File: src/rtl/uart_rx_packer.sv
// uart_rx_packer: mid-bit-sampling UART receiver that packs bytes into FIFO_WR_WIDTH-bit words with idle-timeout flush.
// Define UART_RX_PARITY_EN to add a parity bit after the data bits (PARITY_ODD selects odd parity).
module uart_rx_packer #(
    parameter int UART_BPS      = 9600,
    parameter int CLK_FREQ      = 50_000_000,
    parameter int FIFO_WR_WIDTH = 32,
    parameter int MSB_FIRST     = 1,
    parameter int TIMEOUT_BITS  = 20
`ifdef UART_RX_PARITY_EN
    ,
    parameter bit PARITY_ODD    = 1'b0
`endif
) (
    input  logic                                  clk,
    input  logic                                  rst_n,
    input  logic                                  rx,
    input  logic                                  fifo_full,
    output logic [FIFO_WR_WIDTH-1:0]              fifo_wr_data,
    output logic                                  fifo_wr_en,
    output logic [$clog2(FIFO_WR_WIDTH/8+1)-1:0]  fifo_wr_bytes,
    output logic                                  frame_err,
    output logic                                  overflow_err,
    output logic                                  parity_err
);
    localparam int W            = FIFO_WR_WIDTH;
    localparam int BAUD_CNT_MAX = CLK_FREQ / UART_BPS;
    localparam int BYTE_NUM     = W / 8;
    localparam int CW           = $clog2(BYTE_NUM + 1);
    localparam int BW           = $clog2(BAUD_CNT_MAX + 1);
    localparam int TO_MAX       = TIMEOUT_BITS * BAUD_CNT_MAX;
    localparam int TW           = $clog2(TO_MAX + 2);

`ifdef UART_RX_PARITY_EN
    typedef enum logic [2:0] {S_IDLE, S_START, S_DATA, S_PARITY, S_STOP} state_t;
    localparam state_t S_POST_DATA = S_PARITY;
`else
    typedef enum logic [1:0] {S_IDLE, S_START, S_DATA, S_STOP} state_t;
    localparam state_t S_POST_DATA = S_STOP;
`endif

    state_t          r_state, w_next;
    logic            r_rx_s1, r_rx_s2, r_rx_d;
    logic [BW-1:0]   r_baud;
    logic [2:0]      r_bit;
    logic [7:0]      r_shift;
    logic [CW-1:0]   r_cnt;
    logic [TW-1:0]   r_to;
    logic [W-1:0]    r_word;
    logic            w_fall, w_mid, w_stop_mid, w_par_bad, w_byte_vld, w_frame;
    logic            w_full, w_to_exp, w_emit;
    logic [CW-1:0]   w_pad;
    logic [W-1:0]    w_word_nx, w_part;

    always_ff @(posedge clk)
        if (!rst_n) {r_rx_s1, r_rx_s2, r_rx_d} <= 3'b111;
        else {r_rx_s1, r_rx_s2, r_rx_d} <= {rx, r_rx_s1, r_rx_s2};

    assign w_fall = r_rx_d && !r_rx_s2;
    assign w_mid  = r_baud == BW'(BAUD_CNT_MAX / 2);

    always_ff @(posedge clk)
        if (!rst_n) r_state <= S_IDLE;
        else r_state <= w_next;

    always_comb begin
        w_next = r_state;
        case (r_state)
            S_IDLE:   if (w_fall) w_next = S_START;
            S_START:  if (w_mid) w_next = r_rx_s2 ? S_IDLE : S_DATA;
            S_DATA:   if (w_mid && r_bit == 3'd7) w_next = S_POST_DATA;
`ifdef UART_RX_PARITY_EN
            S_PARITY: if (w_mid) w_next = S_STOP;
`endif
            S_STOP:   if (w_mid) w_next = S_IDLE;
            default:  w_next = S_IDLE;
        endcase
    end

`ifdef UART_RX_PARITY_EN
    logic r_par, r_par_err;
    always_ff @(posedge clk)
        if (r_state == S_PARITY && w_mid) r_par <= r_rx_s2;
    assign w_par_bad = r_par != ((^r_shift) ^ PARITY_ODD);
    always_ff @(posedge clk)
        if (!rst_n) r_par_err <= 1'b0;
        else r_par_err <= w_stop_mid && w_par_bad;
    assign parity_err = r_par_err;
`else
    assign w_par_bad  = 1'b0;
    assign parity_err = 1'b0;
`endif

    always_comb begin
        w_stop_mid = r_state == S_STOP && w_mid;
        w_byte_vld = w_stop_mid && r_rx_s2 && !w_par_bad;
        w_frame    = w_stop_mid && !r_rx_s2;
    end

    // Baud counter and bit index only run while a frame is in progress.
    always_ff @(posedge clk)
        if (!rst_n || r_state == S_IDLE) begin
            r_baud <= '0;
            r_bit  <= '0;
        end else begin
            r_baud <= (r_baud == BW'(BAUD_CNT_MAX - 1)) ? '0 : r_baud + 1'b1;
            if (r_state == S_DATA && w_mid) begin
                r_shift <= {r_rx_s2, r_shift[7:1]};
                r_bit   <= r_bit + 1'b1;
            end
        end

    // Unused lanes of r_word stay zero, so OR-ing a byte into its lane is a plain write.
    assign w_pad     = CW'(BYTE_NUM) - r_cnt;
    assign w_word_nx = (MSB_FIRST != 0) ? ((r_word << 8) | W'(r_shift))
                                        : (r_word | (W'(r_shift) << {r_cnt, 3'b000}));
    assign w_part    = (MSB_FIRST != 0) ? (r_word << {w_pad, 3'b000}) : r_word;
    assign w_full    = w_byte_vld && r_cnt == CW'(BYTE_NUM - 1);
    assign w_to_exp  = (TO_MAX != 0) && r_cnt != '0 && !w_byte_vld && r_to == TW'(TO_MAX - 1);
    assign w_emit    = w_full || w_to_exp;

    always_ff @(posedge clk)
        if (!rst_n) begin
            r_cnt         <= '0;
            r_to          <= '0;
            r_word        <= '0;
            fifo_wr_en    <= 1'b0;
            fifo_wr_data  <= '0;
            fifo_wr_bytes <= '0;
            frame_err     <= 1'b0;
            overflow_err  <= 1'b0;
        end else begin
            frame_err    <= w_frame;
            fifo_wr_en   <= w_emit && !fifo_full;
            overflow_err <= w_emit && fifo_full;
            if (w_emit && !fifo_full) begin
                fifo_wr_data  <= w_full ? w_word_nx : w_part;
                fifo_wr_bytes <= w_full ? CW'(BYTE_NUM) : r_cnt;
            end
            r_to <= (w_byte_vld || w_to_exp || r_cnt == '0 || TO_MAX == 0) ? '0 : r_to + 1'b1;
            if (w_emit) begin
                r_cnt  <= '0;
                r_word <= '0;
            end else if (w_byte_vld) begin
                r_cnt  <= r_cnt + 1'b1;
                r_word <= w_word_nx;
            end
        end
endmodule

File: config.mk
export PLATFORM = sky130hd
export DESIGN_NAME = uart_rx_packer
export DESIGN_NICKNAME = d
export VERILOG_FILES = /design/src/rtl/uart_rx_packer.sv
export SDC_FILE = /design/constraint.sdc
export NUM_CORES = 1
export LEC_CHECK = 0
export BUFFER_PORTS_ARGS = -buffer_cell sky130_fd_sc_hd__buf_2
export CAP_MARGIN = 40
export CORE_MARGIN = 5
export CORE_UTILIZATION = 49
export DETAILED_ROUTE_END_ITERATION = 10
export PLACE_DENSITY = 0.75
export SLEW_MARGIN = 0
export SYNTH_ARGS = -nofsm -noshare
export SYNTH_HDL_FRONTEND = slang
export SYNTH_SLANG_ARGS = --single-unit
File: constraint.sdc
create_clock -name clk -period 2.2 [get_ports clk]
set_input_delay 0.11 -clock clk [delete_from_list [all_inputs] [get_ports clk]]
set_output_delay 0.11 -clock clk [all_outputs]
set_load 0.02 [all_outputs]
### Yosys cells after proc, flatten, opt, wreduce, memory -nomap -nowiden

Cells that the tools add are included.
Widths: inputs -> output; s select.

| word-level totals | value |
|---|---|
| logic and storage cells | 71 |
| output and inout bits | 39 |
| bits in registers | 119 |

| operators by class | value |
|---|---|
| reductions and logical operators | 27 |
| multiplexer cells | 8 |
| $add $sub $neg | 5 |
| bitwise gates (word level) | 3 |
| equal/unequal tests | 12 |
| shift-type cells | 1 |

Operators by type and width:

| cell | number |
|---|---|
| $mux 32 | 1 |
| $or 32x8->32 | 1 |
| $shl 32x6->32 | 1 |
| $add 17x1->17 const B | 1 |
| $eq 17x17->1 const B | 1 |
| $add 13x1->13 const B | 1 |
| $eq 13x12->1 const B | 1 |
| $eq 13x13->1 const B | 1 |
| $logic_and 1x1->1 | 11 |
| $mux 2 | 5 |
| $ne 2x2->1 const B | 4 |
| $pmux 2 s4 | 1 |
| $add 3x1->3 const B | 2 |
| $reduce_or 2->1 | 3 |
| $eq 2x2->1 const B | 2 |
| $logic_not 1->1 | 4 |
| $logic_or 1x1->1 | 4 |
| $reduce_and 4->1 | 1 |
| $eq 3x2->1 const B | 1 |
| $eq 3x3->1 const B | 1 |
| $logic_not 3->1 | 1 |
| $mux 3 | 1 |
| $reduce_bool 3->1 | 1 |
| $sub 3x3->3 const A | 1 |
| other kinds (4) | 5 |

### Logic depth before layout (Yosys ltp)

| logic depth | value |
|---|---|
| depth in word-level cells | 9 |
| depth in mapped cells | 10 |

### Worst setup path after synthesis

Ideal clock, no wire load.

| timing | value |
|---|---|
| path kind | reg2reg |
| start point | reg r_baud[0] |
| end point | reg fifo_wr_data[23] |
| stages on the path, launching flop included | 10 |
| buffers on the path | 2 |
| data required time | 2,076 ps |
| clock period less this slack | 2,004 ps |
| arrival time | 1,880 ps |
| slack | 196 ps |
| cells stage by stage | dfxtp_1 inv_1 ha_1 nand4bb_1 or4_1 buf_4 and3_1 buf_2 a22oi_1 a21oi_1 |

| between the ends | value |
|---|---|
| cells in the longest elaborated chain, start to end | 8 |

RTL lines:

| item | RTL line | RTL |
|---|---|---|
| start, declared | 43 | `logic [BW-1:0] r_baud;` |
| start signal, assigned | 105 | `r_baud <= (r_baud == BW'(BAUD_CNT_MAX - 1)) ? '0 : r_baud + 1'b1;` |
| $eq 13x12->1 (*) | 59 | `assign w_mid = r_baud == BW'(BAUD_CNT_MAX / 2);` |
| $logic_and 1x1->1 (*) | 94 | `w_stop_mid = r_state == S_STOP && w_mid;` |
| $logic_and 1x1->1 (*) | 95 | `w_byte_vld = w_stop_mid && r_rx_s2 && !w_par_bad;` |
| $logic_not 1->1 | 118 | `assign w_to_exp = (TO_MAX != 0) && r_cnt != '0 && !w_byte_vld && r_to == TW'(TO_MAX - 1);` |
| $logic_and 1x1->1 (2 in series) | 118 |  |
| $logic_or 1x1->1 | 119 | `assign w_emit = w_full \|\| w_to_exp;` |
| $logic_and 1x1->1 | 135 | `if (w_emit && !fifo_full) begin` |
| end signal, assigned | 136 | `fifo_wr_data <= w_full ? w_word_nx : w_part;` |
| end, declared | 18 | `output logic [FIFO_WR_WIDTH-1:0] fifo_wr_data,` |

Mark *: on every way between the ends. The rest lies on a longest branch, timed or not.
A chain may end at the register's enable or synchronous reset.

### Worst setup path in the final report

| timing | value |
|---|---|
| start point | reg r_cnt[0] |
| end point | reg fifo_wr_data[17] |

| between the ends | value |
|---|---|
| cells in the longest elaborated chain, start to end | 5 |

RTL lines:

| item | RTL line | RTL |
|---|---|---|
| start, declared | 46 | `logic [CW-1:0] r_cnt;` |
| start signal, assigned | 144 | `r_cnt <= r_cnt + 1'b1;` |
| branches (longest 5 deep; another with $sub 3x3->3) | - |  |

Several ways; the timed one is not identified.

==> metrics.md <==
| Metric | Value |
|---|---|
| Outcome | `complete, but fails checks` |
| Failing checks | `setup timing` |
| Fin crit period | `~2200 ps` |
| Grt ovf | `0` |
| Final setup fails | `1` |
| Clock Sink Count | `119` |
| Die width | `115 um` |
| Synth Flop Type | `dfxtp_1` |
| Synth Area in Compound Gates | `a little under a fifth` |
| Clk slew on worst S/H paths | `around 50 ps` |
| Final hold vios | `0` |
| Worst-Skew Late Latency | `roughly 530 ps` |
| Worst slack, placed | `-48.0 ps` |
| Design area | `6710 sq um` |
| Setup TNS | `-3.95 ps` |
| Core area | `between 10,000 and 15,000 sq um` |
| Worst clock skew | `6.37 ps` |
| Sw frac | `around a fifth` |
| Comb power frac | `approximately 1.7%` |
| Post-Syn Instances | `between 600 and 700` |
| Die Area | `between 10,000 and 15,000 sq um` |
| Tcrit/Tclk final | `100%` |
| Fillers | `about 860` |
| Adder-cell share of the synthesized area | `around 2.1%` |
| Pint | `around 4.1 mW` |
| Seq/Total Area, Yosys | `46.0%` |
| Reg-to-reg critical path startpoint | `r_cnt[0]` |
| Mux cell area share after synthesis | `under 10%` |
| Vias in the first global route | `4,400` |
| Simple-Gate Fraction of Synth Area | `roughly a fifth` |
| Main combinational cell family by area after synthesis | `simple AND/OR/NAND/NOR gates` |
| Leak Pwr | `between 2 and 3 nW` |
| CTS Root Cell | `clkbuf_8` |
| Drt wl/cell | `roughly 16 um` |
| Post-route DRC | `0` |
| CP Data Arrival Time | `2610 ps` |
| Worst Setup SP | `r_cnt[0]` |
| Critical path startpoint category | `register` |
| Antenna violations before repair | `0` |
| CTS tree | `done` |
| Vias | `approximately 4,700` |
| Synthesis-stage register bit count | `about 120` |
| First-pass GRT wire length | `21.2 mm` |
| Post-DR vias/cell | `between 5 and 6` |
| Max Freq | `around 0.45 GHz` |
| Crit-path max FO | `8` |
| P&R area growth vs syn | `25.3%` |
| Power density over the cells | `around 760 nW/um^2` |
| Die Span Y | `approximately 110 um` |
| Max-cap violations | `0` |
| Clock share of power | `between 50% and 60%` |
| CP Capture Type | `register` |
| Final wirelength | `between 10 and 15 mm` |
| Hold Startpoint | `rx` |
| Post-synth EDFFs | `8` |
| Reg power frac | `between 40% and 50%` |
| Critical Path RT | `about 2600 ps` |
| Max VDD drop | `between 0.5 and 0.6 mV` |
| Antenna-violating nets left | `0` |
| Avg Cell Area, Syn | `8.85 sq um` |
| GPL Wtd Cong | `~0.80` |
| Async SR Flop Fraction | `0%` |
| Number of port buffers | `between 40 and 50` |
| Max Slew Vio Count | `0` |
| Unique masters post-synth | `~50` |
| Post-route setup slack | `-3.95 ps` |
| GR Util All Layers | `slightly above 20%` |
| H-tree depth | `4` |
| Worst Path Class, Setup | `register to register` |
| Drt first pass iters | `5` |
| Largest net degree at the start of global routing | `36` |
| Share of layout cells above drive strength 1 | `between 20% and 30%` |
| Placed cell area | `a little under 6000 sq um` |
| Rows | `38` |
| Clock buffer count from CTS | `17` |
| Synth warn | `0` |
| XOR/XNOR share of the synthesized area | `3.76%` |
| Syn Std Cell Area | `approximately 5400 sq um` |
| Hold WC Path Type | `primary input to register` |
| RSZ-0062 raised after global routing | `yes` |
| Post-layout net count | `just under 700` |
| DRT iter0 DRCs | `390` |
| HPWL after detailed placement | `between 8 and 9 mm` |
| Initial Util | `49.6%` |
| Tot Pwr | `~5 mW` |
| Antenna Cells | `0` |
| I/O pin count | `43` |
| CTS Buffer Depth | `2` |
| Final Core Density | `around 62%` |
| Syn Nets | `about 600` |
| Switch Pwr | `979 uW` |
Yosys cell counts, drive strengths merged, types with 4 or more instances:
cell | count | area share [%]
a21oi | 63 | 5.9
a22oi | 25 | 3.5
and3 | 15 | 1.8
buf | 26 | 3.4
clkbuf | 21 | 1.5
dfxtp | 111 | 42
edfxtp | 8 | 4.5
ha | 9 | 2.1
inv | 16 | 1.1
mux2 | 8 | 1.7
mux2i | 8 | 1.5
nand2 | 95 | 6.7
nand3 | 17 | 1.6
nand4 | 14 | 1.6
nor2 | 44 | 3.4
nor3 | 4 | 0.37
o21ai | 25 | 2.8
o221ai | 8 | 1.3
o31ai | 25 | 3.5
or3 | 5 | 0.58
xnor2 | 6 | 0.98
xor2 | 17 | 2.8
timing repair:
| item | 4_1_cts | 5_1_grt |
|---|---|---|
| hold endpoints to repair | 5 | 0 |
| resized for setup | 2 | 23 |
| hold buffers | 3 | 0 |
| pin swaps | 1 | 4 |
| setup endpoints to repair | 22 | 63 |
| gates cloned | 0 | 2 |
| setup buffers | 0 | 9 |
kinds of logic (layout without fill, tap and decap cells):
kind of cell | Yosys count | after routing
AOI/OAI and AO/OA | 154 | 154
xor gates and xnor gates | 23 | 23
adders and majority gates | 9 | 9
buffers and inverters | 63 | 142
DFF | 119 | 119
muxes | 16 | 16
other | 1 | 1
and+or+nand+nor | 220 | 220
per-stage QoR:
step / hold slack, ps / instances
floorplan: 182 / 605
finish: 326 / 824
global placement: 309 / 778
global route: 313 / 824
detailed placement: 312 / 778
CTS: 290 / 813
final timing paths:
kind / cells past startpoint / end / slack, ps
setup / recovery: 8 / fifo_wr_data[17] / -4
setup reg to reg: 8 / fifo_wr_data[17] / -4
hold / removal: 3 / r_rx_s1 / 330
hold reg to reg: 1 / r_to[0] / 430
layout make-up:
cell class | count | area, sq um | share of cell area (%)
multi-input combinational | 423 | 2620 | 39.1
sequential | 119 | 2470 | 36.8
timing repair buffer | 94 | 776 | 11.6
clock buffer | 24 | 460 | 6.87
tap | 140 | 175 | 2.61
clock inverter | 8 | 145 | 2.16
inverter | 16 | 60.1 | 0.896
flip-flops by register name (all words and copies together) (netlist names), 3 cells and up, named ones only:
name           cells
fifo_wr_data      32
r_cnt              3
r_bit              3
fifo_wr_bytes      3
r_to              17
r_shift            8
r_word            32
r_baud            13
routing by layer:
metal	part of all wire [%]	track usage (%)	vias up
met5	0	0	-
met4	1.9	8.31	0
met3	6.1	6.18	19
met2	48	32.6	138
met1	44	25.3	2216
li1	-	-	2284
layout by cell type, fill, tap and decap left out, types with 4 or more instances in the layout:
cell type,n
nand4_1,14
xor2_1,17
ha_1,7
clkbuf_16,18
o221ai_1,7
and3_1,14
buf_2,41
nor2_1,43
buf_6,6
dfxtp_1,108
or3_1,5
nand3_1,17
nor3_1,4
inv_1,16
xnor2_1,6
nand2_1,94
a21oi_1,62
buf_12,8
mux2_2,8
a22oi_1,24
mux2i_1,8
o21ai_2,6
buf_4,33
edfxtp_1,8
bufinv_16,4
o31ai_1,24
clkbuf_1,5
o21ai_0,16
power groups by stage:
stage	clock [mW]	combinational, mW	sequential [mW]
finish	2.82	0.0877	2.18
global route	2.98	0.0932	2.18
CTS	2.87	0.0648	2.18
detailed placement	0	0.0605	2.23
global placement	0	0.0586	2.23
floorplan	0	0.0383	2.23
worst max-delay path, stage by stage (launching register included):
cell     delay (ps)
dfxtp_2         350
ha_2            170
ha_1            140
nand4_1         140
or4_4           530
buf_6           160
and3_2          290
a22oi_1         210
a21oi_1         100
(Power assumes the default switching activity.)
